--- config.mk ---
export PLATFORM = sky130hd
export DESIGN_NAME = dft_output_capture
export DESIGN_NICKNAME = d
export VERILOG_FILES = /design/src/rtl/dft_cap_pkg.sv /design/src/rtl/dft_cap_frame_buffer.sv /design/src/rtl/dft_output_capture.sv
export SDC_FILE = /design/constraint.sdc
export NUM_CORES = 2
export LEC_CHECK = 0
export BUFFER_PORTS_ARGS = -buffer_cell sky130_fd_sc_hd__buf_2
export CAP_MARGIN = 20
export CORE_ASPECT_RATIO = 1.2
export CORE_MARGIN = 2
export CORE_UTILIZATION = 39
export CTS_CLUSTER_SIZE = 14
export DETAILED_ROUTE_END_ITERATION = 10
export GPL_TIMING_DRIVEN = 0
export PLACE_DENSITY_LB_ADDON = 0.12
export RECOVER_POWER = 100
export SLEW_MARGIN = 40
export SYNTH_ARGS = -nofsm -noshare
export SYNTH_HDL_FRONTEND = slang
export SYNTH_SLANG_ARGS = --single-unit
--- constraint.sdc ---
create_clock -name clk -period 6.6 [get_ports clk]
set_input_delay 1.32 -clock clk [delete_from_list [all_inputs] [get_ports clk]]
set_output_delay 1.32 -clock clk [all_outputs]
set_load 0.01 [all_outputs]
--- src/rtl/dft_cap_pkg.sv ---
// Shared sizing, write-FSM state encoding and beat packing for the DFT
// output capture block.
package dft_cap_pkg;

  localparam int unsigned DFT_CAP_FRAME_BEATS = 32;
  localparam int unsigned DFT_CAP_NUM_BUFS    = 2;

  typedef enum logic [1:0] {
    IDLE    = 2'd0,
    ARM     = 2'd1,
    CAPTURE = 2'd2,
    DROP    = 2'd3
  } cap_state_t;

  typedef logic [63:0] dft_beat_t;

  function automatic dft_beat_t pack_beat(input logic [15:0] y0, input logic [15:0] y1,
                                          input logic [15:0] y2, input logic [15:0] y3);
    return {y3, y2, y1, y0};
  endfunction

endpackage

--- src/rtl/dft_cap_frame_buffer.sv ---
// Frame storage for all buffers: one write port, one read port whose output
// register only updates on a read enable, so it holds steady under stall.
module dft_cap_frame_buffer
  import dft_cap_pkg::*;
#(
  parameter int unsigned DEPTH  = DFT_CAP_NUM_BUFS * DFT_CAP_FRAME_BEATS,
  parameter int unsigned ADDR_W = $clog2(DEPTH)
) (
  input  logic              clk,
  input  logic              rst,
  input  logic              we_i,
  input  logic [ADDR_W-1:0] waddr_i,
  input  dft_beat_t         wdata_i,
  input  logic              re_i,
  input  logic [ADDR_W-1:0] raddr_i,
  output dft_beat_t         rdata_o
);

  dft_beat_t mem_q [DEPTH];
  dft_beat_t rdata_q;

  always_ff @(posedge clk) begin
    if (we_i) mem_q[waddr_i] <= wdata_i;
  end

  always_ff @(posedge clk) begin
    if (rst)       rdata_q <= '0;
    else if (re_i) rdata_q <= mem_q[raddr_i];
  end

  assign rdata_o = rdata_q;

endmodule

--- src/rtl/dft_output_capture.sv ---
// Captures DFT output frames into rotating buffers and streams committed
// frames out as valid/ready beats, tracking dropped and restarted frames.
//
//   state   | meaning
//   IDLE    | no frame in flight, waiting for next_out
//   ARM     | writing beat 0 into the claimed buffer
//   CAPTURE | writing beats 1..FRAME_BEATS-1; last beat commits the frame
//   DROP    | no free buffer, letting one frame's beats pass unwritten
module dft_output_capture
  import dft_cap_pkg::*;
#(
  parameter int unsigned FRAME_BEATS = DFT_CAP_FRAME_BEATS,
  parameter int unsigned NUM_BUFS    = DFT_CAP_NUM_BUFS,
  parameter int unsigned DROP_CNT_W  = 8
) (
  input  logic                      clk,
  input  logic                      rst,
  input  logic                      next_out,
  input  logic [15:0]               Y0,
  input  logic [15:0]               Y1,
  input  logic [15:0]               Y2,
  input  logic [15:0]               Y3,
  output logic [63:0]               rd_data,
  output logic                      rd_valid,
  input  logic                      rd_ready,
  output logic                      rd_last,
  output logic [$clog2(NUM_BUFS):0] frames_avail,
  output logic                      overflow,
  output logic                      restart_err,
  output logic [DROP_CNT_W-1:0]     drop_count,
  input  logic                      clear_status
);

  localparam int unsigned BW = $clog2(FRAME_BEATS);
  localparam int unsigned PW = $clog2(NUM_BUFS);
  localparam int unsigned AW = PW + 1;
  localparam logic [BW-1:0] LAST_BEAT = BW'(FRAME_BEATS - 1);

  cap_state_t state_q, state_d;
  logic [BW-1:0] beat_q, beat_d, wr_beat;
  logic [PW-1:0] wr_ptr_q, wr_ptr_d, rd_ptr_q;
  logic [BW-1:0] rd_beat_q;
  logic [AW-1:0] fa_q, fa_d;
  logic rd_valid_q, rd_last_q;
  logic overflow_q, overflow_d, restart_err_q, restart_err_d;
  logic [DROP_CNT_W-1:0] drop_cnt_q, drop_cnt_d;
  logic wr_en, commit, hs_last, can_claim, fetch_ok, load, drop_ev, restart_ev;

  // A buffer freed by this cycle's last-beat handshake is already claimable.
  assign commit    = (state_q == CAPTURE) && (beat_q == LAST_BEAT);
  assign hs_last   = rd_valid_q & rd_ready & rd_last_q;
  assign fa_d      = fa_q + AW'(commit) - AW'(hs_last);
  assign can_claim = fa_d < AW'(NUM_BUFS);

  always_comb begin
    state_d    = state_q;
    beat_d     = beat_q;
    wr_ptr_d   = wr_ptr_q;
    wr_en      = 1'b0;
    wr_beat    = beat_q;
    drop_ev    = 1'b0;
    restart_ev = 1'b0;
    unique case (state_q)
      IDLE: begin
        if (next_out) begin
          state_d = can_claim ? ARM : DROP;
          beat_d  = '0;
          drop_ev = !can_claim;
        end
      end
      ARM: begin
        wr_en   = 1'b1;
        wr_beat = '0;
        beat_d  = BW'(1);
        if (next_out) restart_ev = 1'b1;
        else          state_d    = CAPTURE;
      end
      CAPTURE: begin
        wr_en = 1'b1;
        if (beat_q == LAST_BEAT) begin
          wr_ptr_d = wr_ptr_q + PW'(1);
          state_d  = IDLE;
          if (next_out) begin
            state_d = can_claim ? ARM : DROP;
            beat_d  = '0;
            drop_ev = !can_claim;
          end
        end else if (next_out) begin
          restart_ev = 1'b1;
          state_d    = ARM;
        end else begin
          beat_d = beat_q + BW'(1);
        end
      end
      DROP: begin
        beat_d = beat_q + BW'(1);
        if (beat_q == LAST_BEAT) begin
          state_d = IDLE;
          if (next_out) begin
            state_d = can_claim ? ARM : DROP;
            beat_d  = '0;
            drop_ev = !can_claim;
          end
        end else if (next_out) begin
          beat_d  = '0;
          drop_ev = 1'b1;
        end
      end
    endcase
  end

  // A new drop outranks a same-cycle clear.
  always_comb begin
    overflow_d    = drop_ev ? 1'b1 : (clear_status ? 1'b0 : overflow_q);
    restart_err_d = restart_ev ? 1'b1 : (clear_status ? 1'b0 : restart_err_q);
    drop_cnt_d    = clear_status ? '0 : drop_cnt_q;
    if (drop_ev) begin
      if (clear_status)     drop_cnt_d = DROP_CNT_W'(1);
      else if (&drop_cnt_q) drop_cnt_d = drop_cnt_q;
      else                  drop_cnt_d = drop_cnt_q + DROP_CNT_W'(1);
    end
  end

  always_ff @(posedge clk) begin
    if (rst) begin
      state_q       <= IDLE;
      beat_q        <= '0;
      wr_ptr_q      <= '0;
      overflow_q    <= 1'b0;
      restart_err_q <= 1'b0;
      drop_cnt_q    <= '0;
    end else begin
      state_q       <= state_d;
      beat_q        <= beat_d;
      wr_ptr_q      <= wr_ptr_d;
      overflow_q    <= overflow_d;
      restart_err_q <= restart_err_d;
      drop_cnt_q    <= drop_cnt_d;
    end
  end

  // A frame whose last beat already sits in the output register is fully
  // fetched; fetch further only if another committed frame is waiting.
  assign fetch_ok = fa_q > AW'(rd_valid_q & rd_last_q);
  assign load     = (!rd_valid_q | rd_ready) & fetch_ok;

  always_ff @(posedge clk) begin
    if (rst) begin
      fa_q       <= '0;
      rd_ptr_q   <= '0;
      rd_beat_q  <= '0;
      rd_valid_q <= 1'b0;
      rd_last_q  <= 1'b0;
    end else begin
      fa_q <= fa_d;
      if (load) begin
        rd_valid_q <= 1'b1;
        rd_last_q  <= (rd_beat_q == LAST_BEAT);
        rd_beat_q  <= rd_beat_q + BW'(1);
        if (rd_beat_q == LAST_BEAT) rd_ptr_q <= rd_ptr_q + PW'(1);
      end else if (rd_ready) begin
        rd_valid_q <= 1'b0;
        rd_last_q  <= 1'b0;
      end
    end
  end

  dft_cap_frame_buffer #(
    .DEPTH (NUM_BUFS * FRAME_BEATS),
    .ADDR_W(PW + BW)
  ) u_buf (
    .clk    (clk),
    .rst    (rst),
    .we_i   (wr_en),
    .waddr_i({wr_ptr_q, wr_beat}),
    .wdata_i(pack_beat(Y0, Y1, Y2, Y3)),
    .re_i   (load),
    .raddr_i({rd_ptr_q, rd_beat_q}),
    .rdata_o(rd_data)
  );

  assign rd_valid     = rd_valid_q;
  assign rd_last      = rd_last_q;
  assign frames_avail = fa_q;
  assign overflow     = overflow_q;
  assign restart_err  = restart_err_q;
  assign drop_count   = drop_cnt_q;

endmodule

# == After elaboration in Yosys (flattened, before gate mapping) ==
# Memories as Yosys holds them, arrays and structs flattened. A register that Yosys moved wholly into a read port is not among the register bits.
# Cells that the tools add are included.
# classes
n_mul,0
add_sub_neg,7
bitwise_logic,5
order_cmp,2
n_shift,0
n_eq_ne,11
n_div,0
n_mux,34
reduce_logical,13
# ops
op,n
$mux 8,4
$mux 5,5
$pmux 5 s4,1
$mux 1,14
$mux 2,7
$add 5x1->5 const B,2
$eq 5x5->1 const B,2
$add 8x1->8 const B,1
$ne 2x2->1 const B,4
$pmux 2 s4,1
$reduce_and 8->1,1
$ne 3x2->1 const B,2
$reduce_and 2->1,3
$reduce_bool 2->1,3
$and 1x1->1,4
$eq 2x2->1 const B,2
$reduce_and 4->1,1
$pmux 1 s3,1
$add 1x1->1 const B,2
$add 2x1->2,1
$eq 2x1->1 const B,1
$gt 2x1->1,1
$logic_not 1->1,2
$logic_not 2->1,1
6 further kinds,6
# totals
ff_bits,28
rom_bits,0
in_bits,69
out_inout_bits,78
n_memories,1
mem_bits_rw,4096
latchBits,0
word_cells,84
# mem_list
name,words,width,read_ports,rd_ports_with_merged_regs,write_ports,line_no,rtl
u_buf.mem_q,64,64,1,1,1,dft_cap_frame_buffer.sv:19,dft_beat_t mem_q [DEPTH];

# == Depth between registers and ports, before layout ==
# logic_depth
depth_word,11
ltp_mapped,13
mapped_depth_nobuf,12

# == Cells and area by module ==
# A second synthesis with hierarchy kept.
# unflattened
cells_unflattened,7649
area_unflattened_um2,160948.1
# by_module_without_submodules
mod,instances,area_per_inst_um2,cells_per_inst,seq_area_each_um2
dft_cap_frame_buffer,1,159414.1,7469,124279.2
dft_output_capture,1,1534.0,180,560.5

# == Worst setup path after synthesis ==
# No wires, ideal clock.
# synth_path
kind,register to register
start,register state_q[1]
end,"memory u_buf.mem_q[41][0] in the netlist's numbering, enable pin"
required_ns,6.035
period_less_slack_ns,6.225
stages_incl_launch_ff,9
path_buffers,1
slack_ns,0.375
arrival_time_ns,5.660
setup_ns,0.565
path_cell_list,dfxtp_1 -> inv_1 -> ha_1 -> clkbuf_1 -> inv_1 -> nand2_1 -> nor2_1 -> nand3_1 -> nor3_1
# synth_between
elab_chain_len,5
word_cells_on_any_way,7
cone_classes,2 x eq/ne; 4 x mux; 1 x reduce/logical
# synth_lines
element,line_no,rtl
from (decl),dft_output_capture.sv:39,"cap_state_t state_q, state_d;"
from (signal assigned),dft_output_capture.sv:133,state_q <= state_d;
$eq 2x2->1 / $eq 2x1->1 (equally long branches),dft_output_capture.sv:63,unique case (state_q)
$reduce_or 2->1 (no source line),--,
$mux 1,dft_output_capture.sv:63,
$mux 1,dft_cap_frame_buffer.sv:23,if (we_i) mem_q[waddr_i] <= wdata_i;
$mux 1 (not written as such),dft_cap_frame_buffer.sv:23,
to (decl),dft_cap_frame_buffer.sv:19,
# Several ways; a longest one is shown, not always the timed one.

# == Final worst setup path ==
# layout_path
start,register state_q[1]
end,"memory u_buf.mem_q[19][48] in the netlist's numbering, enable pin"
# Same word-level chain as after synthesis.

==> metrics.md <==
| Metric | Value |
|---|---|
| Area share of the largest cell type after synthesis | `approximately 78%` |
| Worst setup EP type | `flip-flop` |
| Min-delay worst type | `flip-flop to flip-flop` |
| Leak | `~56 nW` |
| Routed WL per cell | `42.0 um` |
| Status | `finished, violations left` |
| GRT Overall Usage | `27.8%` |
| Largest cells by area after synthesis | `edfxtp_1 (78%), mux4_2 (16%), dfxtp_1 (1.2%)` |
| Cell variety after synth | `65` |
| Ys flop type | `edfxtp_1` |
| Worst-path clk slew | `0.06 ns` |
| Post-Syn Area | `between 150000 and 200000 um2` |
| Pre-CTS setup slack | `~1.7 ns` |
| Post-route setup TNS | `0 ns` |
| Hold Vio Cnt, Final | `0` |
| Failing checks | `max-capacitance violations, max-slew violations` |
| PostCTS Resize Cnt | `0` |
| Syn Area/Cell | `23.6 um2` |
| Initial antenna violation count | `34` |
| Area growth syn-to-layout | `16.4%` |
| Final Max Slew Viols | `4207` |
| Worst setup SP type | `flip-flop` |
| DRT Pass-1 Iters | `8` |
| Most Used Layer, Global Route | `met2` |
| FMAX | `171 MHz` |
| R2R setup slack | `0.77 ns` |
| Total of max-cap violations | `74` |
| Port-buffer cells | `145` |
| Slowest cell on crit path | `clkbuf_1` |
| Top-count cell post-synth | `edfxtp_1` |
| Delay-heaviest family, CP | `buffers and inverters` |
| Critical Setup Path Class | `flip-flop to flip-flop` |
| HPWL after DPL | `414000 um` |
| Clock skew | `0.0456 ns` |
| Die Height | `702 um` |
| PnR Total Power | `around 0.055 W` |
| # rows | `256` |
| Area after DPL | `179000 um2` |
| CORE AREA | `405000 um2` |
| Worst Path Buf+Inv | `6` |
| CP arrival | `between 6 and 7 ns` |
| # IOs | `147` |
| # H-tree levels | `5` |
| Starting DRT DRC Count | `11500` |
| GP Congestion | `0.800` |
| Vias in the first global route | `82000` |
| Design area | `184000 um2` |
| CP max FO | `10` |
| Antenna-violating nets left | `0` |
| Vias | `slightly above 80000` |
| GRT Residual Overflow | `0` |
| RSZ-0062 raised after global routing | `false` |
| Critical Path Most Common Cell | `clkbuf_1` |
| Final worst path period share | `between 80% and 90%` |
| GR Layer Usage met2 | `approximately 47%` |
| Max Root-Sink Buffers | `4` |
| Largest stage delay on the critical path | `0.98 ns` |
| Synth top cells by count | `edfxtp_1 (4096), mux4_2 (1115), a22oi_1 (241)` |
| Avg Vias per Cell | `6.04` |
| Cell count after synthesis | `6715` |
| FF+latch count, synth | `4188` |
| VDD IR max | `222 uV` |
| Post-route setup slack | `0.768 ns` |
| Initial Util | `approximately two fifths` |
| Period minus WS final | `roughly 5.8 ns` |
| Met1 GRT Util | `35.6%` |
| Post-synth EDFFs | `4096` |
| PD cells | `300 nW/um2` |
| CP Data Required Time | `7.19 ns` |
| TritonCTS clock tree | `done` |
| Async SR Flop Fraction | `0%` |
| Hold buffers post-CTS | `0` |
| First-pass GRT wire length | `756000 um` |
| # fillers | `34200` |
| CTS Root Cell | `clkbuf_16` |
| Cell taking the most area after synthesis | `edfxtp_1` |
| Worst Tran Pin Value | `around 3.3 ns` |
| Die area | `slightly above 400000 um2` |
| Drt total wl | `576000 um` |
| Syn nets | `6797` |
| Max-Slew Margin vs Limit | `-118%` |
| Worst path cell trace | `inv_1 -> ha_1 -> clkbuf_1 -> or4b_2 -> clkbuf_1 -> nor2_1 -> clkbuf_1 -> clkbuf_1 -> clkbuf_1` |
| Synth Warn # | `0` |
| Clock latency on the worst-skew pair | `1.01 ns` |
| Nets | `8000` |
| DRC | `0` |
| Post-CTS Setup Bufs | `0` |
| Share of cells above drive strength 1 | `26.9%` |
| Final setup fails | `0` |
| Pin count of the biggest net entering global routing | `65` |
| Clock sink total | `4188` |
| Die Width | `586 um` |
| Sequential share of the synthesized area | `78.8%` |
| Num CTS Buffers | `422` |
| GR Layer Usage met3 | `4.46%` |
[layer usage]
layer	wire length (um)	vias up
met5	108	-
met4	31300	18
met2	285000	4541
met1	213000	45800
met3	46100	1079
li1	-	31400
[path summary, 6_finish.rpt]
path | cells past startpoint | endpoint | startpoint
worst max-delay path | 9 | u_buf.mem_q[19][48] | state_q[1]
worst min register to register | 2 | restart_err | restart_err
worst min-delay path | 2 | restart_err | restart_err
worst max register to register | 9 | u_buf.mem_q[19][48] | state_q[1]
[registers in the layout, summed over array words and instances (netlist names), 2 cells and up]
| register | cells |
|---|---|
| frames_avail | 2 |
| rd_beat_q | 5 |
| u_buf.rdata_o | 64 |
| state_q | 2 |
| drop_count | 8 |
| u_buf.mem_q | 4096 |
| beat_q | 5 |
[through the flow]
step | instances | utilization (%) | hold slack [ns]
after global placement | 12300 | 41.0 | 0.448
after detailed placement | 12900 | 44.1 | 0.454
after CTS | 13700 | 47.5 | 0.467
after floorplan | 6715 | - | 0.479
after global routing | 13700 | 45.5 | 0.488
final | 13700 | 45.6 | 0.470
[area by class of cell]
class	count	area (um2)	area share, %
Timing Repair Buffer	779	5210	2.83
Multi-Input combinational cell	2147	31700	17.2
Clock buffer	535	11400	6.18
Antenna cell	17	42.5	0.0231
Tap cell	5418	6780	3.68
Clock inverter	247	2370	1.29
Sequential cell	4188	125000	67.7
Inverter	12	45.0	0.0244
Buffer	368	2040	1.10
[where the power goes]
| group | total (W) | leakage (nW) | internal (W) | switching, W |
|---|---|---|---|---|
| clock | 0.0242 | 6.75 | 0.0137 | 0.0105 |
| combinational | 0.00144 | 11.7 | 0.000390 | 0.00105 |
| sequential | 0.0296 | 37.6 | 0.0295 | 0.0000622 |
[cell families after synthesis]
| family | after synthesis | synth area share, % |
|---|---|---|
| buffers and inverters | 380 | 1.18 |
| AOI/OAI and AO/OA | 531 | 2.30 |
| xor gates and xnor gates | 7 | 0.0474 |
| adders and majority gates | 13 | 0.103 |
| DFF | 4188 | 78.8 |
| muxes | 1200 | 16.4 |
| and+or+nand+nor | 396 | 1.15 |
[worst register-to-register path, delay by kind of cell, from the launching register on]
kind / cells / cell delay, ns
buffers and inverters: 6 / 3.46
and+or+nand+nor: 2 / 1.35
DFF: 1 / 0.37
adders and majority gates: 1 / 0.22
[cells in the final DEF (no fill, tap or decap), types with 11 or more instances in the layout]
| cell | count |
|---|---|
| diode_2 | 17 |
| buf_2 | 149 |
| buf_8 | 49 |
| o21ai_0 | 17 |
| o221ai_1 | 14 |
| edfxtp_1 | 4096 |
| buf_4 | 76 |
| clkinv_2 | 85 |
| nor3_1 | 12 |
| nand4_1 | 11 |
| clkbuf_16 | 429 |
| a21oi_1 | 134 |
| mux4_2 | 1115 |
| clkinvlp_4 | 13 |
| nand3_1 | 48 |
| o22ai_1 | 20 |
| nor2b_1 | 16 |
| clkbuf_8 | 26 |
| nand2_1 | 144 |
| nand2b_1 | 12 |
| inv_1 | 11 |
| clkbuf_4 | 12 |
| clkbuf_1 | 747 |
| dfxtp_1 | 92 |
| buf_16 | 61 |
| a211oi_1 | 49 |
| mux2_2 | 13 |
| buf_6 | 18 |
| mux2i_1 | 68 |
| nor2_1 | 102 |
| clkinv_1 | 86 |
| bufinv_16 | 39 |
| a22oi_1 | 241 |
| ha_1 | 13 |
| inv_6 | 11 |
| clkbuf_2 | 100 |
No activity file was read; power rests on OpenSTA's default activity.
